==> config.mk <==
export PLATFORM = sky130hd
export DESIGN_NAME = coherence_control
export DESIGN_NICKNAME = d
export VERILOG_FILES = /design/src/rtl/coherence_control.sv
export SDC_FILE = /design/constraint.sdc
export NUM_CORES = 1
export LEC_CHECK = 0
export CAP_MARGIN = 20
export CORE_AREA = 2 2 198 200
export CTS_CLUSTER_DIAMETER = 50
export DETAILED_ROUTE_END_ITERATION = 8
export DIE_AREA = 0 0 200 202
export DONT_BUFFER_PORTS = 1
export PLACE_DENSITY = 0.3
export RECOVER_POWER = 25
export SLEW_MARGIN = 0
export SYNTH_ARGS = -nofsm -noshare
export SYNTH_HDL_FRONTEND = slang
export SYNTH_SLANG_ARGS = --single-unit
==> constraint.sdc <==
create_clock -name CLK -period 4.3 [get_ports CLK]
set_input_delay 1.075 -clock CLK [delete_from_list [all_inputs] [get_ports CLK]]
set_output_delay 1.075 -clock CLK [all_outputs]
set_load 0.02 [all_outputs]
==> src/rtl/coherence_control.sv <==
// Two-core coherence controller: arbitrates fetch, writeback and snooped data traffic onto one RAM port.
// Optional CCIF_RR_EN selects round-robin tie-breaking; otherwise core 0 wins ties.
module coherence_control #(
  parameter int DATA_W = 32
) (
  input  logic                   CLK,
  input  logic                   nRST,
  input  logic [1:0]             iREN,
  input  logic [1:0][DATA_W-1:0] iaddr,
  output logic [1:0]             iwait,
  output logic [1:0][DATA_W-1:0] iload,
  input  logic [1:0]             dREN,
  input  logic [1:0]             dWEN,
  input  logic [1:0][DATA_W-1:0] daddr,
  input  logic [1:0][DATA_W-1:0] dstore,
  input  logic [1:0]             cctrans,
  input  logic [1:0]             ccwrite,
  output logic [1:0]             dwait,
  output logic [1:0][DATA_W-1:0] dload,
  output logic [1:0]             ccwait,
  output logic [1:0]             ccinv,
  output logic [1:0][DATA_W-1:0] ccsnoopaddr,
  output logic                   ramREN,
  output logic                   ramWEN,
  output logic [DATA_W-1:0]      ramaddr,
  output logic [DATA_W-1:0]      ramstore,
  input  logic [DATA_W-1:0]      ramload,
  input  logic [1:0]             ramstate
);

  typedef enum logic [2:0] {IDLE, IFETCH, WB, SNOOP, XFER1, XFER2, READ1, READ2} state_t;
  localparam logic [1:0] RAM_ACCESS = 2'd2;

  state_t state_q, state_d;
  logic   req_q, req_d;
  logic   ptr_q, ptr_d;
  logic   armed_q, armed_d;

  logic       snp, access, pri, win;
  logic [1:0] wb_req, sn_req, cand;

  function automatic logic pick(input logic [1:0] c, input logic p);
    if (c == 2'b11) return p;
    return c[1];
  endfunction

  always_ff @(posedge CLK or negedge nRST) begin
    if (!nRST) begin
      state_q <= IDLE;
      req_q   <= 1'b0;
      ptr_q   <= 1'b0;
      armed_q <= 1'b0;
    end else begin
      state_q <= state_d;
      req_q   <= req_d;
      ptr_q   <= ptr_d;
      armed_q <= armed_d;
    end
  end

  always_comb begin
    state_d     = state_q;
    req_d       = req_q;
    ptr_d       = ptr_q;
    armed_d     = 1'b0;
    iwait       = 2'b11;
    dwait       = 2'b11;
    iload       = '0;
    dload       = '0;
    ccwait      = '0;
    ccinv       = '0;
    ccsnoopaddr = '0;
    ramREN      = 1'b0;
    ramWEN      = 1'b0;
    ramaddr     = '0;
    ramstore    = '0;

    snp    = ~req_q;
    access = (ramstate == RAM_ACCESS);
    wb_req = dWEN & ~cctrans;
    sn_req = (dREN | dWEN) & cctrans;
    cand   = (|wb_req) ? wb_req : (|sn_req) ? sn_req : iREN;
`ifdef CCIF_RR_EN
    pri = ptr_q;
`else
    pri = 1'b0;
`endif
    win = pick(cand, pri);

    // Snooped core sees the request for the whole coherence transaction
    if (state_q inside {SNOOP, XFER1, XFER2, READ1, READ2}) begin
      ccwait[snp]      = 1'b1;
      ccsnoopaddr[snp] = daddr[req_q];
      ccinv[snp]       = ccwrite[req_q];
    end

    unique case (state_q)
      IDLE: begin
        if (|cand) begin
          req_d   = win;
`ifdef CCIF_RR_EN
          ptr_d   = ~win;
`endif
          state_d = (|wb_req) ? WB : (|sn_req) ? SNOOP : IFETCH;
        end
      end
      IFETCH: begin
        ramREN  = 1'b1;
        ramaddr = iaddr[req_q];
        if (access) begin
          iload[req_q] = ramload;
          iwait[req_q] = 1'b0;
          state_d      = IDLE;
        end
      end
      WB: begin
        // Write only while the cache still holds dWEN so no stale word lands in RAM
        if (dWEN[req_q]) begin
          ramWEN   = 1'b1;
          ramaddr  = daddr[req_q];
          ramstore = dstore[req_q];
          if (access) dwait[req_q] = 1'b0;
        end else begin
          state_d = IDLE;
        end
      end
      SNOOP: begin
        armed_d = 1'b1;
        if (armed_q) begin
          armed_d = 1'b0;
          state_d = ccwrite[snp] ? XFER1 : READ1;
        end
      end
      XFER1, XFER2: begin
        ramWEN       = 1'b1;
        ramaddr      = daddr[req_q];
        ramstore     = dstore[snp];
        dload[req_q] = dstore[snp];
        if (access) begin
          dwait   = 2'b00;
          state_d = (state_q == XFER1) ? XFER2 : IDLE;
        end
      end
      READ1, READ2: begin
        ramREN       = 1'b1;
        ramaddr      = daddr[req_q];
        dload[req_q] = ramload;
        if (dWEN[req_q]) begin
          ramWEN   = 1'b1;
          ramstore = dstore[req_q];
        end
        if (access) begin
          dwait[req_q] = 1'b0;
          state_d      = (state_q == READ1) ? READ2 : IDLE;
        end
      end
      default: state_d = IDLE;
    endcase
  end

endmodule

==> results of run 1 <==
[routing by layer]
metal	share of wire [%]	wire (um)	vias up
li1	-	-	1672
met1	37	8390	1888
met2	50	11400	362
met3	7.5	1680	46
met4	4.8	1090	0
met5	0	0	-
[state kept, by name, summed over array words and instances (netlist names)]
register	cells
state_q	3
armed_q	1
req_q	1
[path summary, 6_finish.rpt]
kind                       slack [ps]  depth (start not counted)            to
setup / recovery                  620                          5  ramstore[29]
hold / removal                    550                          0    state_q[2]
setup reg to reg                 2180                          5    state_q[1]
hold reg to reg                   570                          2       armed_q
max in group asynchronous        3670                          0         req_q
min in group CLK                  570                          2       armed_q
[per-stage QoR]
step / instance area (um^2) / hold slack, ps / total power, W / instances
floorplan: 3470 / 539 / 0.00284 / 475
global placement: 4060 / 601 / 0.00354 / 961
detailed placement: 4060 / 582 / 0.00352 / 961
CTS: 4140 / 542 / 0.00369 / 965
global route: 4130 / 540 / 0.00384 / 965
finish: 4130 / 545 / 0.00364 / 965
[synth_stat cells (3+ instances only)]
master	number
and2_1	131
mux2i_1	99
a22o_1	63
nor2_1	36
o22ai_1	32
buf_2	25
clkbuf_1	19
a21oi_1	10
inv_1	6
nand2_1	6
dfrtp_1	5
buf_4	4
a31oi_1	3
nand2b_1	3
nor3_2	3
o21ai_0	3
[power groups by stage]
stage / Combinational [W] / Sequential [W] / Clock, W
after CTS: 0.00334 / 0.000185 / 0.000156
after global placement: 0.00335 / 0.000188 / 0
after detailed placement: 0.00333 / 0.000186 / 0
after floorplan: 0.00275 / 0.0000897 / 0
final: 0.00330 / 0.000182 / 0.000153
after global routing: 0.00349 / 0.000196 / 0.000158
[final cells by class]
| cell class | count | area share [%] |
|---|---|---|
| clock buffer | 4 | 1.91 |
| inverter | 8 | 0.728 |
| multi-input combinational | 413 | 75.2 |
| sequential | 5 | 3.12 |
| tap | 518 | 15.7 |
| timing repair buffer | 17 | 3.34 |
[worst reg2reg max path, cell delays in order, from the launching register on]
cell and delay [ps]:
dfrtp_4 700, buf_12 380, mux2i_1 540, nand4_1 170
o211ai_1 130, a21o_1 150
[cell families (layout without fill, tap and decap cells)]
kind of cell	count (synthesis)	count (layout)
AO/OA/AOI/OAI	124	124
buffers and inverters	57	29
flip-flops	5	5
multiplexers	101	101
AND/OR/NAND/NOR	188	188
==> results_dict.tcl, run 1 <==
set metrics [dict create \
    path_clk_slew_ps 30 \
    synth_largest_area_cell "mux2i_1" \
    critPathMaxStageDelay_ps 660 \
    synth.cell_area_um2 3470 \
    arrival_ps 2610 \
    crit_start "state_q[1]" \
    synth_flop_cell "dfrtp_1" \
    synth_cells 475 \
    max-cap-violations 0 \
    io_pins 504 \
    busiest_layer "met2" \
    synthesis.nets 713 \
    yosys.area_share.xor_xnor_pct 0 \
    fillers 4418 \
    p_leak_nw 1.67 \
    max-slew-margin-rel_pct 47.3 \
    drv_slew 0 \
    yosys_warnings 0 \
    grt_antenna_before_repair 1 \
    worstPathMaxFanout 20 \
    grt_start_max_net_pins 53 \
    final_cell_mix "and2_1, mux2i_1, a22o_1, nor2_1, o22ai_1" \
    synth-simple-area-share_pct 32.0 \
    grt_first_pass_wirelength_um 28400 \
    grt_pass1_vias 3873 \
    dr.pass1.iters 4 \
    synth_seq_cells 5 \
    port_buffers 0 \
    die_h_um 202 \
    syn_area_per_cell_um2 7.31 \
    dp_hpwl_um 18800 \
    synth_top_area_share_pct 28.6 \
    min_path_type "input pin to asynchronous set/reset pin" \
    multi_input_area_um2 3100 \
    wire_per_inst_um 23.3 \
    clk_latency_ps 230 \
    grt_usage_pct 9.81 \
    clockPowerShare_pct 4.2 \
    dpl_worst_slack_ps 930 \
    p_int_w 0.00108 \
    finalSetupTns_ps 0 \
    p_sw_w 0.00256 \
    critical_path.top_delay_family "compound AO/OA/AOI/OAI gates" \
    async_flop_share_pct 100 \
    setup_viol_count_final 0 \
    syn2layout_area_growth_pct 18.9 \
    cp.required_ps 3220 \
    fp.coreArea_um2 38300 \
    synth_compound_area_share_pct 27.5 \
    slowest_stage "dfrtp_1" \
    clock-sinks 5 \
    synth_top_family_by_area "simple AND/OR/NAND/NOR gates" \
    rr_startpoint "req_q" \
    met1_usage_pct 10.5 \
    critPathBufInv 2 \
    synthTopCellsByArea "mux2i_1, and2_1, a22o_1" \
    post_cts_buffers 0 \
    via_count 3968 \
    min_period_ps 3680 \
    std_cell_rows 72 \
    gp_congestion 0.809 \
    final_common_cell "and2_1" \
    worstSetupPathType "flop to output port" \
    finalCritPeriodShare_pct 85.6 \
    fp.dieW_um 200 \
    ys_seq_area_share_pct 3.60 \
    wl_um 22500 \
    drc 0 \
    regArea_um2 129 \
    synth_edf_count 0 \
    fmax_mhz 272 \
    p_sw_share_pct 70.2 \
    start_kind "flop" \
    rsz0062_at_grt "false" \
    timing.final.ws_setup_ps 618 \
    layout.nets 686 \
    powerDensity_nw_per_um2 882 \
    ant_nets 0 \
    worstMarginPinSlew_ps 790 \
    ctsHoldBuffers 0 \
    drive_gt1_share_pct 7.38 \
    die-area_um2 40400 \
    synth_fa_ha_area_share_pct 0 \
    p_comb_share_pct 90.8 \
    cp-end-kind "output port" \
    clock_path_buffers 2 \
    avgViaCountPerCell 4.11 \
    diodes 0 \
    final_util_pct 10.8 \
    vdd_drop_max_mv 0.252 \
    drt_iter0_drc 229 \
    pwr-share-seq_pct 5.0 \
    cts_buffers 3 \
    synth.area.mux_share_pct 29.2 \
    h-tree-depth 1 \
    crit_path_cell_trace "inv_1 -> a21oi_2 -> a31o_2 -> buf_4 -> a22o_1" \
    met3_usage_pct 1.18 \
    ctsResizeCount 0 \
    start_util_pct 9.07 \
    status "finished, final reports clean" \
    tritoncts "yes" \
    grtUsageMet2_pct 18.8 \
    skew_ps 1.14 \
    hold_violations 0 \
    root_buffer "clkbuf_16" \
    synth_cell_type_count 37 \
    grt_overflow 0 \
]
No activity file was read; power rests on OpenSTA's default activity.
==> run 2, diff against run 1 <==
- ABC_AREA: default -> 0
==> results of run 2 <==
The final DEF is identical to that of run 1; final timing and power are the same.
